$ cat src/rtl/urna_controller.sv
// Ballot-box sequencing controller: collects four keypad digits, confirms or
// cancels the entry, pulses one-hot vote increments, and after voting closes
// rotates the results page on a timer or on button advance.
//
// Ports:
//   clock, reset_n        rising-edge clock, asynchronous active-low reset
//   digit, digit_valid    keypad value and its one-cycle strobe
//   confirma, corrige     confirm / cancel strobes
//   finish_req, avanca    close-voting request / results-page advance strobes
//   estado                entry state code for the display
//   d1..d4                entered digits (d1 first)
//   finish                voting closed, results mode (sticky)
//   escolhaCandidato      results page, 0..3 candidates, 4 nulo
//   voto                  one-hot increment pulse, bit 4 = nulo
module urna_controller #(
  parameter logic [15:0] CAND0         = 16'h1234,
  parameter logic [15:0] CAND1         = 16'h2345,
  parameter logic [15:0] CAND2         = 16'h3456,
  parameter logic [15:0] CAND3         = 16'h4567,
  parameter int unsigned ROTATE_CYCLES = 50000000,
  parameter int unsigned CNT_W         = 26
) (
  input  logic             clock,
  input  logic             reset_n,
  input  logic [3:0]       digit,
  input  logic             digit_valid,
  input  logic             confirma,
  input  logic             corrige,
  input  logic             finish_req,
  input  logic             avanca,
  output logic [2:0]       estado,
  output logic [3:0]       d1,
  output logic [3:0]       d2,
  output logic [3:0]       d3,
  output logic [3:0]       d4,
  output logic             finish,
  output logic [2:0]       escolhaCandidato,
  output logic [4:0]       voto
);

  localparam int unsigned PAGE_W    = 3;
  localparam int unsigned LAST_PAGE = 4;

  // Encodings are decoded by the display and must not change.
  typedef enum logic [2:0] {
    S_DIG1 = 3'b000,
    S_DIG2 = 3'b001,
    S_DIG3 = 3'b010,
    S_DIG4 = 3'b011,
    S_CONF = 3'b100,
    S_REG  = 3'b101,
    S_BAD  = 3'b110,
    S_RST  = 3'b111
  } state_e;

  state_e              state_q, state_d;
  logic [3:0]          d1_q, d1_d, d2_q, d2_d, d3_q, d3_d, d4_q, d4_d;
  logic                fin_q, fin_d;
  logic [PAGE_W-1:0]   page_q, page_d;
  logic [CNT_W-1:0]    cnt_q, cnt_d;
  logic [4:0]          voto_q, voto_d;
  logic                digit_ok;
  logic [15:0]         code;

  // Next-state, digit capture, vote decode and results rotation.
  always_comb begin
    state_d  = state_q;
    d1_d     = d1_q;
    d2_d     = d2_q;
    d3_d     = d3_q;
    d4_d     = d4_q;
    fin_d    = fin_q;
    page_d   = page_q;
    cnt_d    = cnt_q;
    voto_d   = '0;
    digit_ok = digit_valid && (digit <= 4'd9);
    code     = {d1_q, d2_q, d3_q, d4_q};

    if (fin_q) begin
      // Entry inputs are dead in results mode; only the page timer runs.
      state_d = S_DIG1;
      if (avanca || (cnt_q == CNT_W'(ROTATE_CYCLES - 1))) begin
        cnt_d  = '0;
        page_d = (page_q == PAGE_W'(LAST_PAGE)) ? '0 : page_q + PAGE_W'(1);
      end else begin
        cnt_d = cnt_q + CNT_W'(1);
      end
    end else begin
      case (state_q)
        S_REG, S_BAD: begin
          state_d = S_DIG1;
          d1_d = '0; d2_d = '0; d3_d = '0; d4_d = '0;
        end
        S_RST: state_d = S_DIG1;
        default: begin
          if (corrige) begin
            if (state_q != S_DIG1) begin
              state_d = S_RST;
              d1_d = '0; d2_d = '0; d3_d = '0; d4_d = '0;
            end
          end else if (confirma) begin
            if (state_q == S_CONF) begin
              state_d = S_REG;
              if      (code == CAND0) voto_d = 5'b00001;
              else if (code == CAND1) voto_d = 5'b00010;
              else if (code == CAND2) voto_d = 5'b00100;
              else if (code == CAND3) voto_d = 5'b01000;
              else                    voto_d = 5'b10000;
            end
          end else if (digit_valid) begin
            if (digit_ok) begin
              case (state_q)
                S_DIG1:  begin d1_d = digit; state_d = S_DIG2; end
                S_DIG2:  begin d2_d = digit; state_d = S_DIG3; end
                S_DIG3:  begin d3_d = digit; state_d = S_DIG4; end
                S_DIG4:  begin d4_d = digit; state_d = S_CONF; end
                default: ;
              endcase
            end
          end else if (finish_req && (state_q == S_DIG1)) begin
            fin_d = 1'b1;
          end
        end
      endcase
    end
  end

  // State and output registers.
  always_ff @(posedge clock or negedge reset_n) begin
    if (!reset_n) begin
      state_q <= S_DIG1;
      d1_q    <= '0;
      d2_q    <= '0;
      d3_q    <= '0;
      d4_q    <= '0;
      fin_q   <= 1'b0;
      page_q  <= '0;
      cnt_q   <= '0;
      voto_q  <= '0;
    end else begin
      state_q <= state_d;
      d1_q    <= d1_d;
      d2_q    <= d2_d;
      d3_q    <= d3_d;
      d4_q    <= d4_d;
      fin_q   <= fin_d;
      page_q  <= page_d;
      cnt_q   <= cnt_d;
      voto_q  <= voto_d;
    end
  end

  assign estado           = state_q;
  assign d1               = d1_q;
  assign d2               = d2_q;
  assign d3               = d3_q;
  assign d4               = d4_q;
  assign finish           = fin_q;
  assign escolhaCandidato = page_q;
  assign voto             = voto_q;

endmodule

$ cat config.mk
export PLATFORM = sky130hd
export DESIGN_NAME = urna_controller
export DESIGN_NICKNAME = d
export VERILOG_FILES = /design/src/rtl/urna_controller.sv
export SDC_FILE = /design/constraint.sdc
export NUM_CORES = 1
export LEC_CHECK = 0
export ABC_AREA = 1
export BUFFER_PORTS_ARGS = -buffer_cell sky130_fd_sc_hd__buf_4
export CAP_MARGIN = 40
export CORE_AREA = 5 5 99 101
export DETAILED_ROUTE_END_ITERATION = 8
export DIE_AREA = 0 0 104 106
export GPL_ROUTABILITY_DRIVEN = 1
export PLACE_DENSITY = 0.66
export SYNTH_ARGS = -nofsm -noshare
export SYNTH_HDL_FRONTEND = slang
export SYNTH_SLANG_ARGS = --single-unit
export TNS_END_PERCENT = 30
$ cat constraint.sdc
create_clock -name clock -period 1.6 [get_ports clock]
set_clock_uncertainty 0.1 [all_clocks]
set_input_delay 0.32 -clock clock [delete_from_list [all_inputs] [get_ports clock]]
set_output_delay 0.32 -clock clock [all_outputs]
set_load 0.01 [all_outputs]
# After elaboration in Yosys (flattened, before gate mapping)

Cells that the tools add are included.

Add/subtract/negate cells: 2
$lt $le $gt $ge: 1
Equal/unequal tests: 17
Muxes and demuxes: 51
Bitwise operators: 2
Reduce and logical (&&, ||, !) cells: 22

Operators by type and width:

| cell                    | count |
|---|---|
| $mux W4                 | 21 |
| $mux W5                 | 9 |
| $eq A16 B14 Y1 const B  | 2 |
| $pmux W4 S2             | 4 |
| $reduce_and A7 Y1       | 4 |
| $mux W3                 | 9 |
| $add A26 B1 Y26 const B | 1 |
| $eq A26 B26 Y1 const B  | 1 |
| $mux W26                | 1 |
| $reduce_bool A3 Y1      | 7 |
| $eq A16 B13 Y1 const B  | 1 |
| $eq A16 B15 Y1 const B  | 1 |
| $eq A3 B3 Y1 const B    | 5 |
| $pmux W3 S4             | 1 |
| $reduce_bool A5 Y1      | 2 |
| $reduce_bool A8 Y1      | 1 |
| $eq A3 B2 Y1 const B    | 2 |
| $mux W1                 | 6 |
| $ne A3 B1 Y1 const B    | 2 |
| $ne A5 B2 Y1 const B    | 1 |
| $reduce_and A5 Y1       | 1 |
| $le A4 B4 Y1 const B    | 1 |
| $ne A4 B2 Y1 const B    | 1 |
| $add A3 B1 Y3 const B   | 1 |
| 8 further kinds         | 10 |

Bits in registers: 54
Input bits: 11
Output and inout bits: 28

# Longest topological paths before layout

Gate-level depths: netlist of run 1.

Word-level depth: 10
Depth in mapped cells: 11
Gate-level depth less buffers: 10

# Least setup slack after synthesis of run 1

Ideal clock, no wire load.

Path type: register -> register
From: register cnt_q[0]
To: register cnt_q[21]
Arrival time: 1354 ps
Required time: 1384 ps
Path slack: 30 ps
Cell stages (with the launch flop): 12
Cell sequence: dfrtp_1 -> ha_1 -> nand3_1 -> inv_1 -> nand2_1 -> nor2_1 -> nand2_1 -> nand2_4 -> nand2_4 -> inv_2 -> buf_6 -> nor2_1

Word-level cells in the longest chain between the ends: 3

Ends and longest elaborated chain:

| what                                                    | RTL line | text |
|---|---|---|
| from (decl)                                             | 60       | `logic [CNT_W-1:0] cnt_q, cnt_d;` |
| from (signal assigned)                                  | 148      | `cnt_q <= cnt_d;` |
| branches (longest 2 deep; another with $add A26 B1 Y26) | n/a      |  |
| $mux W26 *                                              | 82       | `if (avanca \|\| (cnt_q == CNT_W'(ROTATE_CYCLES - 1))) begin` |

Mark *: on every way between the ends.
A chain may end at the register's enable or synchronous reset.

# Worst setup path after layout of run 1

From: register cnt_q[0]
To: register cnt_q[18]

Same word-level chain as after synthesis.

==> qor.yml, run 1 <==
clock_tree:
  cts_tree: "yes"
  cts.path.max_buffers: 2
  numCtsBuffers: 5
  clk_latency_ns: 0.31
  clkSinkCount: 54
  cts_root_buffer: "clkbuf_8"
  htreeDepth: 2
  clk_pin_slew_worst_paths_ns: 0.10
route:
  drc_errors: 0
  first_iter_violations: 139
  drtPass1Iterations: 5
  ant_nets: 0
  wire_per_inst_um: 12.9
  avgViaCountPerCell: 4.79
  drt_wl_total_um: 8140
  vias: 3034
power:
  ir_worst_vdd_uv: 362
  power.leakage_nw: 1.94
  power.density_mw_per_mm2: 645
setup_path:
  worstPathArrival_ns: 1.83
  critPathMaxFanout: 5
  endpoint_kind: "register"
  startpoint_type: "register"
  path_class: "register to register"
  cp.required_ns: 1.75
  r2r_slack_ns: -0.09
sta:
  max_freq_mhz: 592
  drv_slew: 0
  hold_viol_final: 0
  period_minus_slack_ns: 1.69
  max_slew_margin_pct: 76.4
  setup_viol: 15
  final.setup.tns_ns: -0.587
  rsz0062_at_grt: "true"
  worst_pin_slew_ns: 0.353
  hold_slack_ns: 0.108
  fin_crit_sh_pct: 106
  setup_ws_ns: -0.0883
synth:
  syn_inst: 445
  synth-xor-area-share_pct: 2.74
  synth_seq_area_share_pct: 42.3
  synth_seq_cells: 54
  synthesis.area_mm2: 0.00320
  yosys.cell_types.count: 32
  synthSimpleGateAreaFrac_pct: 41.2
  synthAdderAreaFrac_pct: 1.17
  synth_top_family_by_area: "simple AND/OR/NAND/NOR gates"
  synth_compound_area_share_pct: 4.97
  synthMuxAreaShare_pct: 0
  postSynthAreaPerCell_um2: 7.18
  synth_fp_nets: 459
  yosys_warnings: 0
status:
  status: "finished, violations left"
  violations: "negative setup slack"
placed_design:
  dpl.hpwl_um: 6030
  io_buffers: 38
  place_inst: 619
  gp_congestion: 0.840
  pre_cts_ws_ns: -0.0848
global_route:
  grt_util_met1_pct: 18.9
  grt_max_degree: 35
  use_met3_pct: 2.91
  grt_pass1_wl_um: 14000
  grt-busiest-layer: "met2"
  grt-ovfl-total: 0
  grt_antenna_before_repair: 0
  grt_pass1_vias: 3064
  grt_use_total_pct: 15.1
  use_met2_pct: 26.6
floorplanning:
  initial_utilization_pct: 35.8
  ios: 39
  rows: 35
  core_area_mm2: 0.00893
  dieArea_mm2: 0.0110
  die_h_um: 106
  dieWidth_um: 104
layout:
  regArea_mm2: 0.00135
  post_route_cells_drive_above_1_share_pct: 25.9
  multi_input_area_mm2: 0.00175
  diodes: 0
  synthToLayoutAreaGrowth_pct: 29.5
  instances_no_fill: 633
  fillers: 896
  nets: 535
flow_run:
  drv_cap: 0
hold_path:
  min_path_type: "input pin to register"
Yosys cell counts (all sizes together):
cell type	n	area [µm²]
a21oi	4	31.3
a31oi	1	6.26
buf	4	35.0
clkinv	1	3.75
dfrtp	54	1350
ha	3	37.5
inv	55	206
nand2	131	529
nand3	37	210
nand3b	1	7.51
nand4	17	106
nor2	93	400
nor3	7	35.0
nor3b	1	7.51
nor4	1	6.26
o211ai	1	7.51
o21ai	21	105
o41ai	1	8.76
or2	2	12.5
xnor2	3	26.3
xor2	7	61.3
critical path, stage by stage, from the launching register on:
cell and delay [ns]:
dfrtp_1 0.41, ha_4 0.19, nand2_4 0.07, nor2_4 0.11, nand4_1 0.21, nor2_2 0.22, nand3_1 0.10, nand2_1 0.08
inv_1 0.04, nor2_1 0.10
placed cells by master (no fill, tap or decap), types with 3 or more instances in the layout:
| master | n |
|---|---|
| nand2_1 | 115 |
| nor2_1 | 75 |
| buf_4 | 65 |
| dfrtp_1 | 52 |
| inv_1 | 50 |
| nand3_1 | 28 |
| nand4_1 | 17 |
| o21ai_1 | 16 |
| nor2_4 | 10 |
| nand2_2 | 10 |
| nor2_2 | 7 |
| nand3_2 | 7 |
| xor2_1 | 7 |
| nor3_1 | 6 |
| nand2_4 | 6 |
| clkbuf_8 | 6 |
| o21ai_0 | 5 |
| inv_2 | 4 |
| buf_6 | 4 |
| a21oi_1 | 3 |
| xnor2_1 | 3 |
flip-flops by register name (all words and copies together) (netlist names):
register	flops
estado	3
finish	1
escolhaCandidato	3
d3	4
d2	4
voto	5
cnt_q	26
d1	4
d4	4
per-stage QoR:
| stage | area (µm²) | total power, W | util, % |
|---|---|---|---|
| 2_1_floorplan | 3200 | 0.00164 | - |
| 3_3_place_gp | 3810 | 0.00179 | 42.7 |
| 3_5_place_dp | 3810 | 0.00180 | 42.7 |
| 4_1_cts | 3960 | 0.00268 | 44.4 |
| 5_1_grt | 4140 | 0.00282 | 46.3 |
| 6_report | 4140 | 0.00267 | 46.3 |
path summary, 6_finish.rpt:
path / from / to / cells after the start
min: digit_valid / finish$_DFF_PN0_ / 2
max reg2reg: cnt_q[0]$_DFFE_PN0P_ / cnt_q[18]$_DFFE_PN0P_ / 9
max: cnt_q[0]$_DFFE_PN0P_ / cnt_q[18]$_DFFE_PN0P_ / 9
max in group asynchronous: reset_n / estado[0]$_DFFE_PN0P_ / 3
min in group asynchronous: reset_n / escolhaCandidato[2]$_DFFE_PN0P_ / 2
min reg2reg: d4[3]$_DFFE_PN0P_ / d4[3]$_DFFE_PN0P_ / 2
cell type report:
type | count | area share, %
multi-input combinational | 332 | 42.3
timing repair buffer | 72 | 14.0
inverter | 56 | 5.20
clock buffer | 6 | 2.00
sequential | 54 | 32.7
clock inverter | 2 | 0.484
tap | 111 | 3.36
logic make-up after synthesis:
family / Yosys count
flops: 54
xor+xnor: 10
fa+ha+maj: 3
simple gates: 290
compound gates: 28
buf+inv: 60
power by group:
group          switching [W]  total, W  internal (W)
Sequential         0.0000528   0.00146       0.00140
Clock               0.000494  0.000863      0.000369
Combinational       0.000188  0.000353      0.000165
Total               0.000734   0.00267       0.00194
timing repair:
item / in CTS / in global routing
setup buffers: 0 / 4
pin swaps: 1 / 17
resized for setup: 8 / 40
hold buffers: 1 / 0
endpoints found under the hold margin: 20 / 0
setup endpoints to repair: 42 / 48
gates cloned: 1 / 0
metal layers:
metal	vias to the layer above	part of all wire [%]	routed length (µm)
met5	-	0	0
met4	0	1.6	130
met3	9	3.7	301
met2	61	49	3980
met1	1402	46	3730
li1	1562	-	-
(Power assumes the default switching activity.)
==> run 2, diff against run 1 <==
--- a/config.mk
+++ b/config.mk
@@ -5,12 +5,11 @@
 export SDC_FILE = /design/constraint.sdc
 export NUM_CORES = 1
 export LEC_CHECK = 0
-export ABC_AREA = 1
 export BUFFER_PORTS_ARGS = -buffer_cell sky130_fd_sc_hd__buf_4
 export CAP_MARGIN = 40
-export CORE_AREA = 5 5 99 101
+export CORE_AREA = 5 5 95 97
 export DETAILED_ROUTE_END_ITERATION = 8
-export DIE_AREA = 0 0 104 106
+export DIE_AREA = 0 0 100 102
 export GPL_ROUTABILITY_DRIVEN = 1
 export PLACE_DENSITY = 0.66
 export SYNTH_ARGS = -nofsm -noshare
==> run 2 against run 1 <==
Against the previous run: the flow still finishes with violations (negative setup slack); die area down 7.5%; synthesized cell count down 36%; global-route usage up 0.93 points; worst hold slack better by 0.034 ns; area after synthesis down 9.6%; cell area up 6.3%; flip-flop and latch count unchanged; sequential share of layout area down 2.0 points; largest power group is now combinational cells.
==> qor.yml, run 2 <==
status:
  status: "finished, violations left"
  violations: "negative setup slack"
layout:
  multi_input_area_mm2: 0.00173  # -1.3%
  final_common_cell: "buf_4"
  post_route_cells_drive_above_1_share_pct: 45.7  # +20 points
  diodes: 0  # unchanged
  top_register: "cnt_q"
  regArea_mm2: 0.00135  # -0.18%
  fin_area_mm2: 0.00440  # +6.3%
  fillers: 721  # -20%
  synthToLayoutAreaGrowth_pct: 52.4
  nets: 431  # -19%
  largest_reg_flops: 26  # unchanged
  mostFrequentLayoutCells: "buf_4, dfrtp_1, nor2_1"
power:
  power.leakage_nw: 2.04  # +4.8%
  power.density_mw_per_mm2: 1310  # +100%
  power_w: 0.00575  # +120%
  ir_worst_vdd_uv: 611  # +69%
clock_tree:
  cts.path.max_buffers: 2  # unchanged
  numCtsBuffers: 5  # unchanged
  clk_latency_ns: 0.32  # about the same
  cts_tree: "yes"
  clkSinkCount: 54  # unchanged
  clk_pin_slew_worst_paths_ns: 0.10  # about the same
  htreeDepth: 2  # unchanged
  cts_root_buffer: "clkbuf_8"
synth:
  synth.largest_area_cell: "dfrtp_1"
  yosysMostFrequentCell: "dfrtp_1"
  synth_common_cells: "dfrtp_1, nor2_1, nand2_1, nand3_1"
  synth_seq_area_share_pct: 46.8  # +4.5 points
  synth-edff-count: 0  # unchanged
  yosys.cell_types.count: 56  # +75%
  postSynthAreaPerCell_um2: 10.1  # +40%
  synth_fp_nets: 301  # -34%
  async_flop_share_pct: 100  # unchanged
  synth_seq_cells: 54  # unchanged
  yosys_warnings: 0  # unchanged
  syn_inst: 287  # -36%
  synthesis.area_mm2: 0.00289  # -9.6%
  synthFlopType: "dfrtp_1"
  synth.top_cell.area_share_pct: 46.8  # +4.5 points
  synth_area_leaders: "dfrtp_1, nand3_1, mux2_1, mux2_2, nor2_1"
route:
  ant_nets: 0  # unchanged
  vias: 2769  # -8.7%
  drt_wl_total_um: 7980  # -2.0%
  avgViaCountPerCell: 5.29  # +10%
  drc_errors: 0  # unchanged
  first_iter_violations: 81  # -42%
  wire_per_inst_um: 15.3  # +19%
  drtPass1Iterations: 4  # -1
global_route:
  grt_max_degree: 31  # -11%
  grt_use_total_pct: 16.0  # +0.93 points
  grt-ovfl-total: 0  # unchanged
  grt_pass1_vias: 2815  # -8.1%
  grt_pass1_wl_um: 13200  # -5.5%
  grt_antenna_before_repair: 0  # unchanged
sta:
  worst_pin_slew_ns: 0.365  # +0.0128 ns
  max_freq_mhz: 460  # -22%
  setup_viol: 50  # +35
  setup_ws_ns: -0.574  # -0.485 ns
  fin_crit_sh_pct: 136  # +30 points
  final.setup.tns_ns: -10.54  # -9.95 ns
  max_slew_margin_pct: 75.6  # -0.85 points
  period_minus_slack_ns: 2.17  # +0.485 ns
  rsz0062_at_grt: "true"
  drv_slew: 0  # unchanged
  hold_viol_final: 0  # unchanged
placed_design:
  pre_cts_ws_ns: -0.570  # -0.485 ns
  io_buffers: 38  # unchanged
  dpl.hpwl_um: 5940  # -1.5%
  place_area_mm2: 0.00402  # +5.4%
  gp_congestion: 0.823  # -2.0%
floorplanning:
  dieArea_mm2: 0.0102  # -7.5%
  ios: 39  # unchanged
  die_h_um: 102  # -3.8%
  initial_utilization_pct: 35.9  # +0.096 points
  core_area_mm2: 0.00805  # -9.9%
  rows: 33  # -5.7%
  dieWidth_um: 100  # -3.8%
flow_run:
  drv_cap: 0  # unchanged
setup_path:
  endpoint_kind: "register"
  path_class: "register to register"
  worstPathArrival_ns: 2.28  # +0.45 ns
  startpoint_type: "register"
  critPathMaxFanout: 2  # -3
  cp.required_ns: 1.71  # -0.04 ns
hold_path:
  min_path_type: "input pin to register"
run 2: cell types whose count changed after synthesis, moves of 9 or more:
cell	change
and3_1	+9
nand4_1	-10
nand3_1	-14
nor2_1	-62
nand2_1	-106
inv_1	-48
nand2b_1	+9
run 2: stage by stage:
stage,instances,util (%),hold slack [ns]
floorplan,287,-,-0.0756
global placement,509,49.9,0.152
detailed placement,509,49.9,0.152
CTS,522,54.0,0.149
global route,523,54.7,0.140
finish,523,54.7,0.143
run 2: area by class of cell:
cell class | count | area share (%)
inverters | 5 | 0.426
flip-flops and latches | 54 | 30.7
repair buffers | 134 | 24.3
multi-input cells | 217 | 39.3
clock buffers | 6 | 1.88
clock inverters | 2 | 0.398
well taps | 105 | 2.99
run 2: repair_timing:
| action | CTS | global route |
|---|---|---|
| buffers inserted | 3 | 1 |
| endpoints found under the hold margin | 24 | 0 |
| gates resized for setup | 37 | 10 |
| hold buffers | 1 | 0 |
| gates cloned | 1 | 0 |
| pin swaps | 26 | 4 |
| setup endpoints to repair | 50 | 52 |
run 2: critical path, cell delays in order (launching register included):
cell and delay, ns:
dfrtp_1 0.39, or4b_1 0.53, or4b_4 0.50, a2111o_1 0.41
o211ai_2 0.09, nor3_1 0.06
run 2: layer usage:
layer  GRT usage [%]  vias to the layer above  routed length [µm]
met5               0                        -                   0
met4            4.56                        0                 142
met3            2.80                       15                 334
met2            28.3                       49                3980
met1            20.2                     1378                3520
li1                -                     1327                   -
run 2: kinds of logic (layout without fill, tap and decap cells):
| family | count (synthesis) | in the layout | synth area share [%] |
|---|---|---|---|
| flip-flops | 54 | 54 | 46.8 |
| AO/OA/AOI/OAI | 52 | 52 | 12.7 |
| multiplexers | 18 | 18 | 6.93 |
| XOR/XNOR | 15 | 15 | 4.55 |
| AND/OR/NAND/NOR | 129 | 129 | 25.6 |
| adder cells (fa/ha/maj) | 3 | 3 | 1.30 |
| buffers and inverters | 16 | 147 | 2.17 |
run 2: worst paths after layout:
kind / start / depth (start not counted) / end / slack [ns]
max: d4[3]$_DFFE_PN0P_ / 5 / voto[3]$_DFF_PN0_ / -0.57
min: finish_req / 2 / finish$_DFF_PN0_ / 0.14
max reg2reg: d4[3]$_DFFE_PN0P_ / 5 / voto[3]$_DFF_PN0_ / -0.57
min reg2reg: d1[1]$_DFFE_PN0P_ / 2 / voto[0]$_DFF_PN0_ / 0.47
max in group asynchronous: reset_n / 3 / cnt_q[14]$_DFFE_PN0P_ / 0.59
min in group asynchronous: reset_n / 2 / voto[1]$_DFF_PN0_ / 0.34
run 2: where the power goes:
group          switching (W)  internal [W]
Clock               0.000483      0.000358
Sequential          0.000261       0.00169
Combinational        0.00135       0.00161
==> run 3, diff against run 2 <==
==> constraint.sdc (replaced) <==
create_clock -name clock -period 1.6 [get_ports clock]
set_clock_uncertainty 0.1 [all_clocks]
set_input_delay 0.32 -clock clock [delete_from_list [all_inputs] [get_ports clock]]
set_output_delay 0.32 -clock clock [all_outputs]
set_load 0.1 [all_outputs]
==> run 3 against run 2 <==
Against the previous run: the flow still finishes with violations (negative setup slack); critical path depth is the same; clock power grew 16%; cell count grew 1.7%.
==> qor.yml, run 3 (synthesis results as in run 2) <==
placed_design:
  place_inst: 510  # +0.20%
  io_buffers: 38  # unchanged
  gp_congestion: 0.832  # +1.1%
  pre_cts_ws_ns: -0.660  # -0.0903 ns
  dpl.hpwl_um: 5640  # -5.0%
route:
  wire_per_inst_um: 16.3  # +6.7%
  first_iter_violations: 105  # +30%
  drtPass1Iterations: 4  # unchanged
  ant_nets: 0  # unchanged
  vias: 2834  # +2.3%
  avgViaCountPerCell: 5.33  # +0.62%
  drt_wl_total_um: 8660  # +8.5%
  drc_errors: 0  # unchanged
flow_run:
  drv_cap: 0  # unchanged
layout:
  mostFrequentLayoutCells: "buf_4, dfrtp_1, nor2_1, buf_6, nand2_1"
  diodes: 0  # unchanged
  top_register: "cnt_q"
  instances_no_fill: 532  # +1.7%
  synthToLayoutAreaGrowth_pct: 67.3
  post-route-util_pct: 60.0  # +5.3 points
  nets: 440  # +2.1%
  post_route_cells_drive_above_1_share_pct: 56.9  # +11 points
  fillers: 659  # -8.6%
  largest_reg_flops: 26  # unchanged
  final_common_cell: "buf_4"
setup_path:
  r2r_slack_ns: -0.67  # -0.09 ns
  rr_startpoint: "d4[3]$_DFFE_PN0P_"
  crit_family: "simple AND/OR/NAND/NOR gates"
  cp-startpoint: "d4[3]$_DFFE_PN0P_"
  startpoint_type: "register"
  critPathBufInv: 0  # unchanged
  r2r_end: "voto[4]$_DFF_PN0_"
  critPathMaxStageDelay_ns: 0.50  # -0.03 ns
  path_cells: "or4b_1 > or4b_4 > a2111o_1 > o211ai_2 > nor2_1"
  critPathMaxFanout: 2  # unchanged
  r2r.worst_path.cells: 5  # unchanged
  path_class: "register to register"
  worstPathArrival_ns: 2.38  # +0.10 ns
  critPathSlowestCell: "or4b_4"
  endpoint_kind: "register"
  cp.required_ns: 1.72  # about the same
power:
  ir_worst_vdd_uv: 1040  # +70%
  power.density_mw_per_mm2: 1730  # +32%
  power.leakage_nw: 2.16  # +6.1%
sta:
  rsz0062_at_grt: "true"
  max_freq_mhz: 441  # -4.1%
  period_minus_slack_ns: 2.27  # +0.0919 ns
  setup_viol: 50  # unchanged
  drv_slew: 0  # unchanged
  hold_slack_ns: 0.169  # +0.0263 ns
  setup_ws_ns: -0.666  # -0.0919 ns
  hold_viol_final: 0  # unchanged
  max_slew_margin_pct: 75.4  # -0.12 points
  fin_crit_sh_pct: 142  # +5.7 points
  worst_pin_slew_ns: 0.368  # +0.00297 ns
global_route:
  grt_use_total_pct: 17.0  # +0.97 points
  grt_pass1_wl_um: 13900  # +5.2%
  grt_max_degree: 33  # +6.5%
  grt-ovfl-total: 0  # unchanged
  grt_pass1_vias: 2824  # +0.32%
  grt_antenna_before_repair: 0  # unchanged
floorplanning:
  initial_utilization_pct: 35.9  # unchanged
  rows: 33  # unchanged
  dieWidth_um: 100  # unchanged
  dieArea_mm2: 0.0102  # unchanged
  die_h_um: 102  # unchanged
  core_area_mm2: 0.00805  # unchanged
  ios: 39  # unchanged
hold_path:
  min-delay-start: "finish_req"
  min_path_type: "input pin to register"
  hold_path_depth: 2  # unchanged
  hold_end: "finish$_DFF_PN0_"
status:
  status: "finished, violations left"
  violations: "negative setup slack"
clock_tree:
  htreeDepth: 2  # unchanged
  cts_root_buffer: "clkbuf_8"
  clk_latency_ns: 0.32  # about the same
  clk_pin_slew_worst_paths_ns: 0.11  # about the same
  cts_tree: "yes"
  cts.path.max_buffers: 2  # unchanged
  numCtsBuffers: 5  # unchanged
  clkSinkCount: 54  # unchanged
==> run 3: cell types whose count changed in the layout (fill, tap and decap cells not counted), moves of 4 or more <==
cell      change
buf_6        +14
mux2_4       +11
dfrtp_1      -10
buf_4         -7
mux2_1        -7
dfrtp_2       +6
nand3_1       -5
nand3_4       +5
and2_1        -4
and2_4        +4
dfrtp_4       +4
mux2_2        -4
o311ai_4      +4
==> run 3: layout make-up <==
cell class                      instances  area [µm²]  share of cell area (%)
Timing Repair Buffer                  143        1210                    25.1
Clock inverter                          3        48.8                    1.01
Multi-Input combinational cell        217        1970                    40.8
Inverter                                5        23.8                   0.492
Clock buffer                            5        68.8                    1.42
Tap cell                              105         131                    2.72
Sequential cell                        54        1370                    28.4
==> run 3: what timing repair did <==
action	CTS	global route
setup endpoints to repair	55	57
setup buffers	6	7
gates resized for setup	78	44
pin swaps	38	16
hold endpoints to repair	22	0
hold buffers	1	0
==> run 3: power by group <==
part           internal [W]  switching [W]  total [W]
registers           0.00173       0.000288    0.00201
logic               0.00204        0.00333    0.00537
clock network      0.000477       0.000495   0.000973
total               0.00424        0.00412    0.00835
==> run 3: routing by layer <==
layer / part of all wire, % / wire length (µm) / global-route usage [%]
met1: 43 / 3700 / 21.5
met2: 52 / 4480 / 30.5
met3: 4.5 / 391 / 2.46
met4: 1.1 / 93 / 4.46
met5: 0 / 0 / 0
==> run 3: worst reg2reg max path, delay by kind of cell, from the launching register on <==
kind | cells | cell delay [ns]
flip-flops | 1 | 0.48
AO/OA/AOI/OAI | 2 | 0.54
AND/OR/NAND/NOR | 3 | 1.05
==> run 3: how the worst max path moves through the flow <==
| stage | cells past startpoint | to |
|---|---|---|
| 6_report | 5 | voto[4]$_DFF_PN0_ |
| 3_5_place_dp | 5 | voto[4]$_DFF_PN0_ |
| 4_1_cts | 5 | voto[4]$_DFF_PN0_ |
| 3_3_place_gp | 5 | voto[3]$_DFF_PN0_ |
| 2_1_floorplan | 5 | voto[3]$_DFF_PN0_ |
| 5_1_grt | 5 | voto[3]$_DFF_PN0_ |
==> run 3: per-stage QoR <==
stage	total power [W]	setup TNS (ns)	cell area [µm²]
4_1_cts	0.00803	-6.75	4530
3_5_place_dp	0.00640	-12.10	4000
3_3_place_gp	0.00633	-12.08	4000
5_1_grt	0.00872	-11.65	4830
2_1_floorplan	0.00499	-19.94	2960
6_report	0.00835	-7.99	4830
